### src/rtl/dual_lane_merger.sv
// dual_lane_merger
//   Recombines the two alternating lanes from a round-robin splitter into a
//   single in-order stream. Lane 1 carries the even sequence positions and
//   lane 2 the odd ones. Each lane has a DEPTH-entry FIFO to absorb skew.
//   A registered valid/ready output stage emits words strictly alternating
//   between the lanes, starting with lane 1 after reset.
//
// Ports
//   clk_i           clock, all logic on the rising edge
//   resetn_i        synchronous active-low reset
//   lane1_data_i    word from lane 1 (even positions)
//   lane1_valid_i   lane1_data_i valid
//   lane1_ready_o   lane 1 FIFO not full
//   lane2_data_i    word from lane 2 (odd positions)
//   lane2_valid_i   lane2_data_i valid
//   lane2_ready_o   lane 2 FIFO not full
//   out_data_o      merged word
//   out_valid_o     out_data_o valid
//   out_ready_i     downstream accepts out_data_o
//   merged_count_o  words accepted downstream since reset (wraps at 2^16)
module dual_lane_merger #(
  parameter int WIDTH = 32,
  parameter int DEPTH = 4
) (
  input  logic             clk_i,
  input  logic             resetn_i,
  input  logic [WIDTH-1:0] lane1_data_i,
  input  logic             lane1_valid_i,
  output logic             lane1_ready_o,
  input  logic [WIDTH-1:0] lane2_data_i,
  input  logic             lane2_valid_i,
  output logic             lane2_ready_o,
  output logic [WIDTH-1:0] out_data_o,
  output logic             out_valid_o,
  input  logic             out_ready_i,
  output logic [15:0]      merged_count_o
);

  localparam int AW = $clog2(DEPTH);
  localparam logic [AW:0] PTR_ONE = (AW + 1)'(1);
  localparam logic [AW:0] PTR_FULL = (AW + 1)'(DEPTH);

  logic [WIDTH-1:0] mem1_q [DEPTH];
  logic [WIDTH-1:0] mem2_q [DEPTH];

  logic [AW:0]      wr1_q, wr1_d, rd1_q, rd1_d;
  logic [AW:0]      wr2_q, wr2_d, rd2_q, rd2_d;
  logic             sel_q, sel_d;
  logic             out_valid_q, out_valid_d;
  logic [WIDTH-1:0] out_data_q, out_data_d;
  logic [15:0]      count_q, count_d;

  logic [AW:0]      occ1, occ2;
  logic             full1, full2, empty1, empty2;
  logic             push1, push2, pop1, pop2, load;
  logic [WIDTH-1:0] head1, head2;

  // Occupancy comes from registered pointers only, so ready has no
  // combinational path from any input and a word just written is not
  // visible to the output stage until the following edge.
  assign occ1   = wr1_q - rd1_q;
  assign occ2   = wr2_q - rd2_q;
  assign full1  = (occ1 == PTR_FULL);
  assign full2  = (occ2 == PTR_FULL);
  assign empty1 = (occ1 == '0);
  assign empty2 = (occ2 == '0);

  assign push1 = lane1_valid_i & ~full1;
  assign push2 = lane2_valid_i & ~full2;

  assign head1 = mem1_q[rd1_q[AW-1:0]];
  assign head2 = mem2_q[rd2_q[AW-1:0]];

  // Strict alternation: only the lane named by sel may feed the output,
  // even if the other lane already holds data.
  assign load = (~out_valid_q | out_ready_i) & (sel_q ? ~empty2 : ~empty1);
  assign pop1 = load & ~sel_q;
  assign pop2 = load & sel_q;

  always_comb begin
    wr1_d       = wr1_q;
    rd1_d       = rd1_q;
    wr2_d       = wr2_q;
    rd2_d       = rd2_q;
    sel_d       = sel_q;
    out_valid_d = out_valid_q;
    out_data_d  = out_data_q;
    count_d     = count_q;

    if (push1) wr1_d = wr1_q + PTR_ONE;
    if (push2) wr2_d = wr2_q + PTR_ONE;
    if (pop1)  rd1_d = rd1_q + PTR_ONE;
    if (pop2)  rd2_d = rd2_q + PTR_ONE;

    if (load) begin
      out_data_d  = sel_q ? head2 : head1;
      out_valid_d = 1'b1;
      sel_d       = ~sel_q;
    end else if (out_valid_q && out_ready_i) begin
      // Drained with nothing to replace it; data holds its last value.
      out_valid_d = 1'b0;
    end

    if (out_valid_q && out_ready_i) count_d = count_q + 16'd1;
  end

  always_ff @(posedge clk_i) begin
    if (!resetn_i) begin
      wr1_q       <= '0;
      rd1_q       <= '0;
      wr2_q       <= '0;
      rd2_q       <= '0;
      sel_q       <= 1'b0;
      out_valid_q <= 1'b0;
      out_data_q  <= '0;
      count_q     <= '0;
    end else begin
      wr1_q       <= wr1_d;
      rd1_q       <= rd1_d;
      wr2_q       <= wr2_d;
      rd2_q       <= rd2_d;
      sel_q       <= sel_d;
      out_valid_q <= out_valid_d;
      out_data_q  <= out_data_d;
      count_q     <= count_d;
    end
  end

  // Storage needs no reset: the pointers alone define which entries are live.
  always_ff @(posedge clk_i) begin
    if (push1) mem1_q[wr1_q[AW-1:0]] <= lane1_data_i;
    if (push2) mem2_q[wr2_q[AW-1:0]] <= lane2_data_i;
  end

  assign lane1_ready_o  = ~full1;
  assign lane2_ready_o  = ~full2;
  assign out_data_o     = out_data_q;
  assign out_valid_o    = out_valid_q;
  assign merged_count_o = count_q;

endmodule

### config.mk
export PLATFORM = sky130hd
export DESIGN_NAME = dual_lane_merger
export DESIGN_NICKNAME = d
export VERILOG_FILES = /design/src/rtl/dual_lane_merger.sv
export SDC_FILE = /design/constraint.sdc
export NUM_CORES = 1
export LEC_CHECK = 0
export CAP_MARGIN = 0
export CORE_UTILIZATION = 57
export DETAILED_ROUTE_END_ITERATION = 10
export PLACE_DENSITY_LB_ADDON = 0.2
export SLEW_MARGIN = 20
export SYNTH_ARGS = -nofsm -noshare
export SYNTH_HDL_FRONTEND = slang
export SYNTH_SLANG_ARGS = --single-unit
### constraint.sdc
create_clock -name clk_i -period 3.05 [get_ports clk_i]
set_clock_uncertainty 0.2 [all_clocks]
set_input_delay 0.61 -clock clk_i [delete_from_list [all_inputs] [get_ports clk_i]]
set_output_delay 0.61 -clock clk_i [all_outputs]
set_load 0.005 [all_outputs]
After elaboration in Yosys (flattened, before gate mapping)
Memories as Yosys holds them, arrays and structs flattened. A register that Yosys moved wholly into a read port is not among the register bits.
Cells that the tools add are included.
Widths: inputs -> output; s select.
Word-level totals
  RAM bits: 256
  output and inout port bits: 51
  word-level logic and storage cells: 47
  memories: 2
  input port bits: 69
  register bits: 62
Memories
  mem1_q: depth 4, width 32, rd ports 1, clocked after Yosys merged registers in 1, write ports 1, RTL line 43  | logic [WIDTH-1:0] mem1_q [DEPTH];
  mem2_q: depth 4, width 32, rd ports 1, clocked after Yosys merged registers in 1, write ports 1, RTL line 44  | logic [WIDTH-1:0] mem2_q [DEPTH];
Cells by class
  reduce and logical (&&, ||, !) cells: 4
  $add $sub $neg: 7
  bitwise operators: 12
  mux-type cells: 12
  equality and inequality tests: 2
Operator list (number)
  $mux 32: 1
  $add 16x1->16 const B: 1
  $add 3x1->3 const B: 4
  $mux 2: 4
  $mux 1: 7
  $eq 3x3->1 const B: 2
  $logic_not 3->1: 2
  $not 1->1: 6
  $sub 3x3->3: 2
  $and 1x1->1: 5
  $reduce_bool 2->1: 1
  $logic_and 1x1->1: 1
  $or 1x1->1: 1

Depth between registers and ports, before layout
Gate-level depths: netlist of run 1.
  depth in word-level cells: 8
  depth in mapped cells: 10
  depth with buffers taken out: 7

Worst setup path before layout of run 1
Ideal clock, no wire load.
  kind: reg2reg
  from: register wr1_q[0]
  to: memory mem1_q[0][0], enable pin
  setup time: 0.392 ns
  setup slack: 0.266 ns
  arrival: 2.191 ns
  clock period less this slack: 2.784 ns
  stages on the path, launching flop included: 7
  required time: 2.458 ns
  buffers on the path: 0
  cells stage by stage: dfxtp_1 > inv_1 > ha_1 > nor2b_1 > xnor2_1 > o21a_1 > and2_1
Between the ends
  cells in the longest elaborated chain, start to end: 6
Ends and longest elaborated chain
  start, declared: RTL line 46  | logic [AW:0] wr1_q, wr1_d, rd1_q, rd1_d;
  start signal, assigned: RTL line 118  | wr1_q <= wr1_d;
  $sub 3x3->3: RTL line 61  | assign occ1 = wr1_q - rd1_q;
  $eq 3x3->1: RTL line 63  | assign full1 = (occ1 == PTR_FULL);
  $not 1->1: RTL line 68  | assign push1 = lane1_valid_i & ~full1;
  $and 1x1->1: RTL line 68
  $mux 1: RTL line 131  | if (push1) mem1_q[wr1_q[AW-1:0]] <= lane1_data_i;
  $mux 1 (implied by the code): RTL line 131
  end, declared: RTL line 43
Parallel ways exist; a longest one is shown, timed or not.

Worst setup path in the final report of run 1
  from: register rd2_q[1]
  to: output lane2_ready_o
Between the ends
  cells in the longest elaborated chain, start to end: 3
Ends and longest elaborated chain
  start, declared: RTL line 47  | logic [AW:0] wr2_q, wr2_d, rd2_q, rd2_d;
  start signal, assigned: RTL line 121  | rd2_q <= rd2_d;
  $sub 3x3->3: RTL line 62  | assign occ2 = wr2_q - rd2_q;
  $eq 3x3->1: RTL line 64  | assign full2 = (occ2 == PTR_FULL);
  $not 1->1: RTL line 136  | assign lane2_ready_o = ~full2;
  end, declared: RTL line 32  | output logic lane2_ready_o,
Every way passes these cells.

==> results of run 1 <==
[synthesized netlist by cell type (3+ instances only)]
library cell  count
edfxtp_1        256
mux2i_1          70
dfxtp_1          66
a21oi_1          34
mux4_2           32
o22ai_1          32
o31ai_1          32
a21oi_2          30
clkbuf_1         26
and2_1           24
ha_1             15
nand2_1          14
nand3_1          13
xnor2_1          12
buf_2             8
xor2_1            8
nand2b_1          7
inv_1             6
buf_6             5
nor2b_1           5
o21ai_0           5
and3_1            4
buf_1             4
nand4_1           4
a21boi_1          3
o211a_1           3
o21a_1            3
or3_1             3
[layout by cell type, fill, tap and decap left out, types with 13 or more instances in the layout]
cell type          n
edfxtp_1         256
clkdlybuf4s50_1  118
mux2i_1           70
dfxtp_1           59
a21oi_1           34
mux4_2            32
o22ai_1           32
o31ai_1           32
clkbuf_16         32
a21oi_2           30
buf_4             27
and2_1            18
nand2_1           14
nand3_1           13
ha_1              13
[layer usage]
metal  share of wire [%]  global-route usage (%)  up-vias
li1                    -                       -     3169
met1                  40                    30.6     3528
met2                  51                    42.2      249
met3                 6.7                    4.33       48
met4                 2.6                    7.83        0
met5                   0                       0        -
[logic make-up (layout without fill, tap and decap cells)]
logic type / Yosys count / in the layout / synth area share (%)
xor gates and xnor gates: 21 / 21 / 1.53
adders and majority gates: 15 / 15 / 1.50
buffers and inverters: 49 / 214 / 1.85
DFF: 322 / 322 / 72.0
and+or+nand+nor: 80 / 80 / 3.62
muxes: 102 / 102 / 11.4
AOI/OAI and AO/OA: 146 / 146 / 8.11
[state kept, by name, summed over array words and instances (netlist names), named ones only]
name,count
mem1_q,128
rd2_q,3
rd1_q,3
sel_q,1
mem2_q,128
out_valid_o,1
merged_count_o,16
wr2_q,3
wr1_q,3
out_data_o,32
[metrics by stage]
step / cell area, um^2 / worst slack, ns / power (W)
floorplan: 12500 / 0.266 / 0.00813
global placement: 14100 / 0.509 / 0.00924
detailed placement: 14100 / 0.452 / 0.00939
CTS: 15200 / 0.00390 / 0.0133
global route: 15200 / 0.00161 / 0.0138
finish: 15200 / 0.0881 / 0.0132
[path summary, 6_finish.rpt]
path	slack [ns]	depth (start not counted)	startpoint	to
hold reg to reg	0.29	2	merged_count_o[15]	merged_count_o[15]
setup / recovery	0.09	6	rd2_q[1]	lane2_ready_o
setup reg to reg	0.63	7	rd2_q[1]	mem2_q[1][16]
hold / removal	0.29	2	merged_count_o[15]	merged_count_o[15]
[where the power goes]
group | switching (W) | leakage (nW) | internal [W]
Clock | 0.00159 | 0.508 | 0.00229
Combinational | 0.00205 | 1.65 | 0.00158
Sequential | 0.000363 | 2.89 | 0.00536
[what timing repair did]
action,CTS,global route
setup buffers,0,1
pin swaps,0,1
resized for setup,2,5
endpoints found under the setup margin,1,2
gates cloned,0,0
[worst reg2reg max path: stages, from the launching register on]
cell and delay, ns:
dfxtp_1 0.38, inv_1 0.06, ha_1 0.18, nor2b_1 0.20, xor2_1 0.25, o21a_1 0.27, and2_2 0.21, buf_4 0.32
[layout make-up]
class,count,area [um^2],area share [%]
multi-input cells,364,3300,21.7
clock buffers,47,897,5.90
clock inverters,11,150,0.987
inverters,6,22.5,0.148
well taps,275,344,2.26
flip-flops and latches,322,9020,59.3
repair buffers,150,1470,9.66
==> summary.md, run 1 <==
| Metric | Value |
|---|---|
| Status | finished clean |
| Vias per inst | 5.95 |
| Global-route wire length before repair | 40500 um |
| Tmin final | 2.96 ns |
| Number of top-level pins | 120 |
| Full die area | 0.0225 mm^2 |
| TritonCTS clock tree | done |
| Worst vdd ir | 748 uV |
| Sum of negative setup slack | 0 ns |
| DR iter-0 viols | 526 |
| Post-synth top area cell | edfxtp_1 |
| Max Cap Viol | 0 |
| Hold buffers post-CTS | 0 |
| Slew Viols, Final | 0 |
| HPWL Detailed | 16200 um |
| Register area share after synthesis | 72.0% |
| CP Cell Sequence | inv_1 > ha_1 > nor2b_1 > xnor2_1 > nand3_1 > clkdlybuf4s50_1 |
| Cell Area, Synth | 0.0125 mm^2 |
| H-tree levels | 1 |
| Worst-path fanout max | 3 |
| TritonCTS Buffers | 31 |
| First drt pass iteration count | 5 |
| Hold Worst Slack | 0.291 ns |
| Final core utilization | 71.4% |
| Largest net degree at the start of global routing | 35 |
| Post-synth top area share | 61.5% |
| Fmax | 338 MHz |
| Antenna Nets Post-Route | 0 |
| Syn Inst Count | 735 |
| GR Overflow Total | 0 |
| PortBufs | 119 |
| Worst path max stage delay | 0.46 ns |
| Actual slew at the worst max-slew pin | 0.879 ns |
| Routed WL | 26100 um |
| WP data required | 2.24 ns |
| Post-route insts no fill | 1175 |
| RePlAce Congestion | 0.789 |
| Synth top area cells | edfxtp_1 (61%), dfxtp_1 (11%), mux4_2 (5.8%), mux2i_1 (5.6%), a21oi_2 (2.1%) |
| Fillcell total | 1338 |
| Synth Warn # | 0 |
| CTS Buffer Depth | 3 |
| CTS root buf | clkbuf_16 |
| EDFF count, synth | 256 |
| Crit-path slowest cell | clkdlybuf4s50_1 |
| Diodes inserted | 0 |
| Crit path max-delay family | buffers and inverters |
| Final hold viol count | 0 |
| Layout Nets | 959 |
| Synthesized flop and latch total | 322 |
| Row count | 53 |
| Vias in the first global route | 7442 |
| Most used DFF post-synth | edfxtp_1 |
| Die height | 150 um |
| Clock tree sinks | 322 |
| Syn nets | 819 |
| Critical Path Sink Type | output port |
| # DRC | 0 |
| Worst Path Buf+Inv | 2 |
| Die W | 150 um |
| Initial antenna violation count | 0 |
| Arrival @ worst endpoint | 2.15 ns |
| Fraction of registers with async set/reset | 0% |
| Setup violators final | 0 |
| PD cells | 870 mW/mm^2 |
| Clock transition at path regs | 0.06 ns |
| Initial Utilization | 58.8% |
| Fin crit share | 97.1% |
| Clk Latency, worst-skew pair | 0.57 ns |
| Leak | 5.05 nW |
| Worst setup SP type | register |
| Vias post-DR | 6994 |
| Per-cell routed wire length | 22.2 um |
| GRT Overall Usage | 24.1% |
| Post-Place Cells | 1116 |
| Yosys cell types | 36 |
| Share of cells above drive strength 1 | 18.4% |
| Mapped Avg Cell Area | 17.0 um^2 |
| Max-slew headroom | 41.4% |
| WS Path Type | reg -> out |
| CORE AREA | 0.0213 mm^2 |
| RSZ-0062 raised after global routing | false |
| P&R area growth vs syn | 21.6% |
| Worst min path class | reg -> reg |
(Power assumes the default switching activity.)
==> inputs of run 2 (changes only) <==
--- a/config.mk
+++ b/config.mk
@@ -6,7 +6,10 @@
 export NUM_CORES = 1
 export LEC_CHECK = 0
 export CAP_MARGIN = 0
-export CORE_UTILIZATION = 57
+export CELL_PAD_IN_SITES_DETAIL_PLACEMENT = 1
+export CELL_PAD_IN_SITES_GLOBAL_PLACEMENT = 2
+export CORE_UTILIZATION = 42
+export CTS_CLUSTER_DIAMETER = 80
 export DETAILED_ROUTE_END_ITERATION = 10
 export PLACE_DENSITY_LB_ADDON = 0.2
 export SLEW_MARGIN = 20
==> summary.md, run 2 (same netlist as run 1, synthesis figures left out) <==
| Metric | Value |
|---|---|
| Sw Ratio | 30.3% (+0.041 points) |
| Critical Path Sink Type | output port |
| Post-route cell area | 0.0156 mm^2 (+2.4%) |
| Global-route wire length before repair | 45400 um (+12%) |
| Die height | 175 um (+16%) |
| RePlAce Congestion | 0.775 (-1.8%) |
| Vias per inst | 5.46 (-8.3%) |
| Fmax | 338 MHz (about the same) |
| Per-cell routed wire length | 23.6 um (+6.6%) |
| Initial Utilization | 43.1% (-16 points) |
| TritonCTS Buffers | 36 (+16%) |
| Setup violators final | 0 (unchanged) |
| Initial antenna violation count | 1 (+1) |
| Slew Viols, Final | 0 (unchanged) |
| Hold Worst Slack | 0.293 ns (+0.00234 ns) |
| Most frequent cells in the layout | edfxtp_1 (256), clkdlybuf4s50_1 (118), mux2i_1 (70), dfxtp_1 (60), clkbuf_16 (38) |
| DR iter-0 viols | 354 (-33%) |
| Leak | 5.14 nW (+1.7%) |
| Layout Nets | 957 (-0.21%) |
| Sw Pwr | 0.00428 W (+7.0%) |
| CORE AREA | 0.0290 mm^2 (+36%) |
| HPWL Detailed | 19100 um (+18%) |
| H-tree levels | 2 (+1) |
| Worst R2R End | mem2_q[3][24] |
| Reg-to-reg slack, setup | 0.61 ns (-0.02 ns) |
| Hold Crit Depth | 2 (unchanged) |
| Worst r2r src | wr2_q[0] |
| Antenna Nets Post-Route | 0 (unchanged) |
| Max Cap Viol | 0 (unchanged) |
| WS Path Type | reg -> out |
| CTS root buf | clkbuf_16 |
| GRT Overall Usage | 20.0% (-4.1 points) |
| DP Area | 0.0143 mm^2 (+1.2%) |
| CTS Buffer Depth | 3 (unchanged) |
| R2R cell count | 6 (-1) |
| Status | finished clean |
| PortBufs | 119 (unchanged) |
| Internal power component | 0.00986 W (+6.8%) |
| Largest net degree at the start of global routing | 45 (+29%) |
| Worst setup SP type | register |
| Worst vdd ir | 472 uV (-37%) |
| Register share of total power | 40.8% (-2.5 points) |
| WHS Endpoint | merged_count_o[15] |
| Vias in the first global route | 7624 (+2.4%) |
| Clock transition at path regs | 0.06 ns (about the same) |
| # DRC | 0 (unchanged) |
| Tmin final | 2.96 ns (+0.0000253 ns) |
| Actual slew at the worst max-slew pin | 0.838 ns (-0.0415 ns) |
| PD cells | 908 mW/mm^2 (+4.4%) |
| Final hold viol count | 0 (unchanged) |
| Diodes inserted | 0 (unchanged) |
| Arrival @ worst endpoint | 2.15 ns (about the same) |
| Fillcell total | 2712 (+100%) |
| Full die area | 0.0305 mm^2 (+35%) |
| Max-slew headroom | 44.2% (+2.8 points) |
| Vias post-DR | 7005 (+0.16%) |
| Most common cell after layout, fill and taps aside | edfxtp_1 |
| Total power | 0.0141 W (+6.9%) |
| Share of cells above drive strength 1 | 17.9% (-0.54 points) |
| Sum of negative setup slack | 0 ns (unchanged) |
| Combinational share of power | 27.0% (-0.4 points) |
| Row count | 62 (+17%) |
| Clk Latency, worst-skew pair | 0.51 ns (-0.06 ns) |
| CP Cell Sequence | inv_2 > ha_4 > nor2b_1 > xnor2_1 > or2_2 > clkdlybuf4s50_1 |
| Number of top-level pins | 120 (unchanged) |
| WP data required | 2.24 ns (about the same) |
| Worst min path class | reg -> reg |
| Hold Crit Start | merged_count_o[15] |
| Fin crit share | 97.1% (about the same) |
| RSZ-0062 raised after global routing | false |
| Hold buffers post-CTS | 0 (unchanged) |
| First drt pass iteration count | 5 (unchanged) |
| P&R area growth vs syn | 24.4% |
| Worst path max stage delay | 0.46 ns (about the same) |
| Worst-path fanout max | 4 (+1) |
| Clock tree sinks | 322 (unchanged) |
| Routed WL | 30300 um (+16%) |
| Clock power frac | 32.1% (+2.8 points) |
| TritonCTS clock tree | done |
| Crit-path slowest cell | clkdlybuf4s50_1 |
| GR Overflow Total | 0 (unchanged) |
| Die W | 175 um (+16%) |
-- run 2: cell types whose count changed in the layout (fill, tap and decap cells not counted), sizes merged --
cell,previous run,this run
buf,32,25
inv,7,6
bufinv,3,6
clkinv,5,8
clkinvlp,2,0
clkbuf,47,50
-- run 2: through the flow --
| stage | instances | setup slack [ns] | utilization (%) |
|---|---|---|---|
| floorplan | 735 | 0.266 | - |
| global placement | 1219 | 0.384 | 49.3 |
| detailed placement | 1219 | 0.315 | 49.3 |
| CTS | 1283 | 0.0199 | 53.6 |
| global route | 1283 | 0.0214 | 53.6 |
| finish | 1283 | 0.0881 | 53.6 |
-- run 2: routing by layer --
layer	share of wire, %	wire length [um]	global-route usage, %
met1	43	13000	25.3
met2	51	15600	35.7
met3	3.7	1110	2.87
met4	2.0	609	5.65
met5	0.043	13	0
-- run 2: timing repair --
action,CTS,global route
endpoints found under the setup margin,1,2
setup buffers,0,0
resized for setup,2,3
cloned,0,0
-- run 2: critical path: cells and delay by family, from the launching register on --
kind                     cells  cell delay, ns
buffers and inverters        2            0.54
AND/OR/NAND/NOR              2            0.46
flip-flops                   1            0.36
adder cells (fa/ha/maj)      1            0.16
XOR/XNOR                     1            0.13
-- run 2: worst max-delay path by stage --
stage	from	endpoint	cells past startpoint
after global routing	wr2_q[0]	lane2_ready_o	6
after floorplan	wr1_q[0]	mem1_q[0][0]	6
final	wr1_q[0]	lane1_ready_o	6
after global placement	out_ready_i	out_data_o[1]	7
after CTS	wr1_q[0]	lane1_ready_o	6
after detailed placement	out_ready_i	out_data_o[6]	7
-- run 2: power groups by stage --
stage          clock network [W]  registers, W  logic [W]
2_1_floorplan                  0       0.00562    0.00251
3_3_place_gp                   0       0.00582    0.00369
3_5_place_dp                   0       0.00586    0.00382
4_1_cts                  0.00462       0.00578    0.00387
5_1_grt                  0.00474       0.00582    0.00410
6_report                 0.00454       0.00577    0.00382
-- run 2: layout make-up --
class                           count  area (um^2)  area share [%]
Timing Repair Buffer              143         1500            9.66
Tap cell                          384          480            3.09
Sequential cell                   322         9020            57.9
Clock buffer                       50         1020            6.53
Clock inverter                     14          233            1.50
Inverter                            6         22.5           0.145
Multi-Input combinational cell    364         3290            21.1
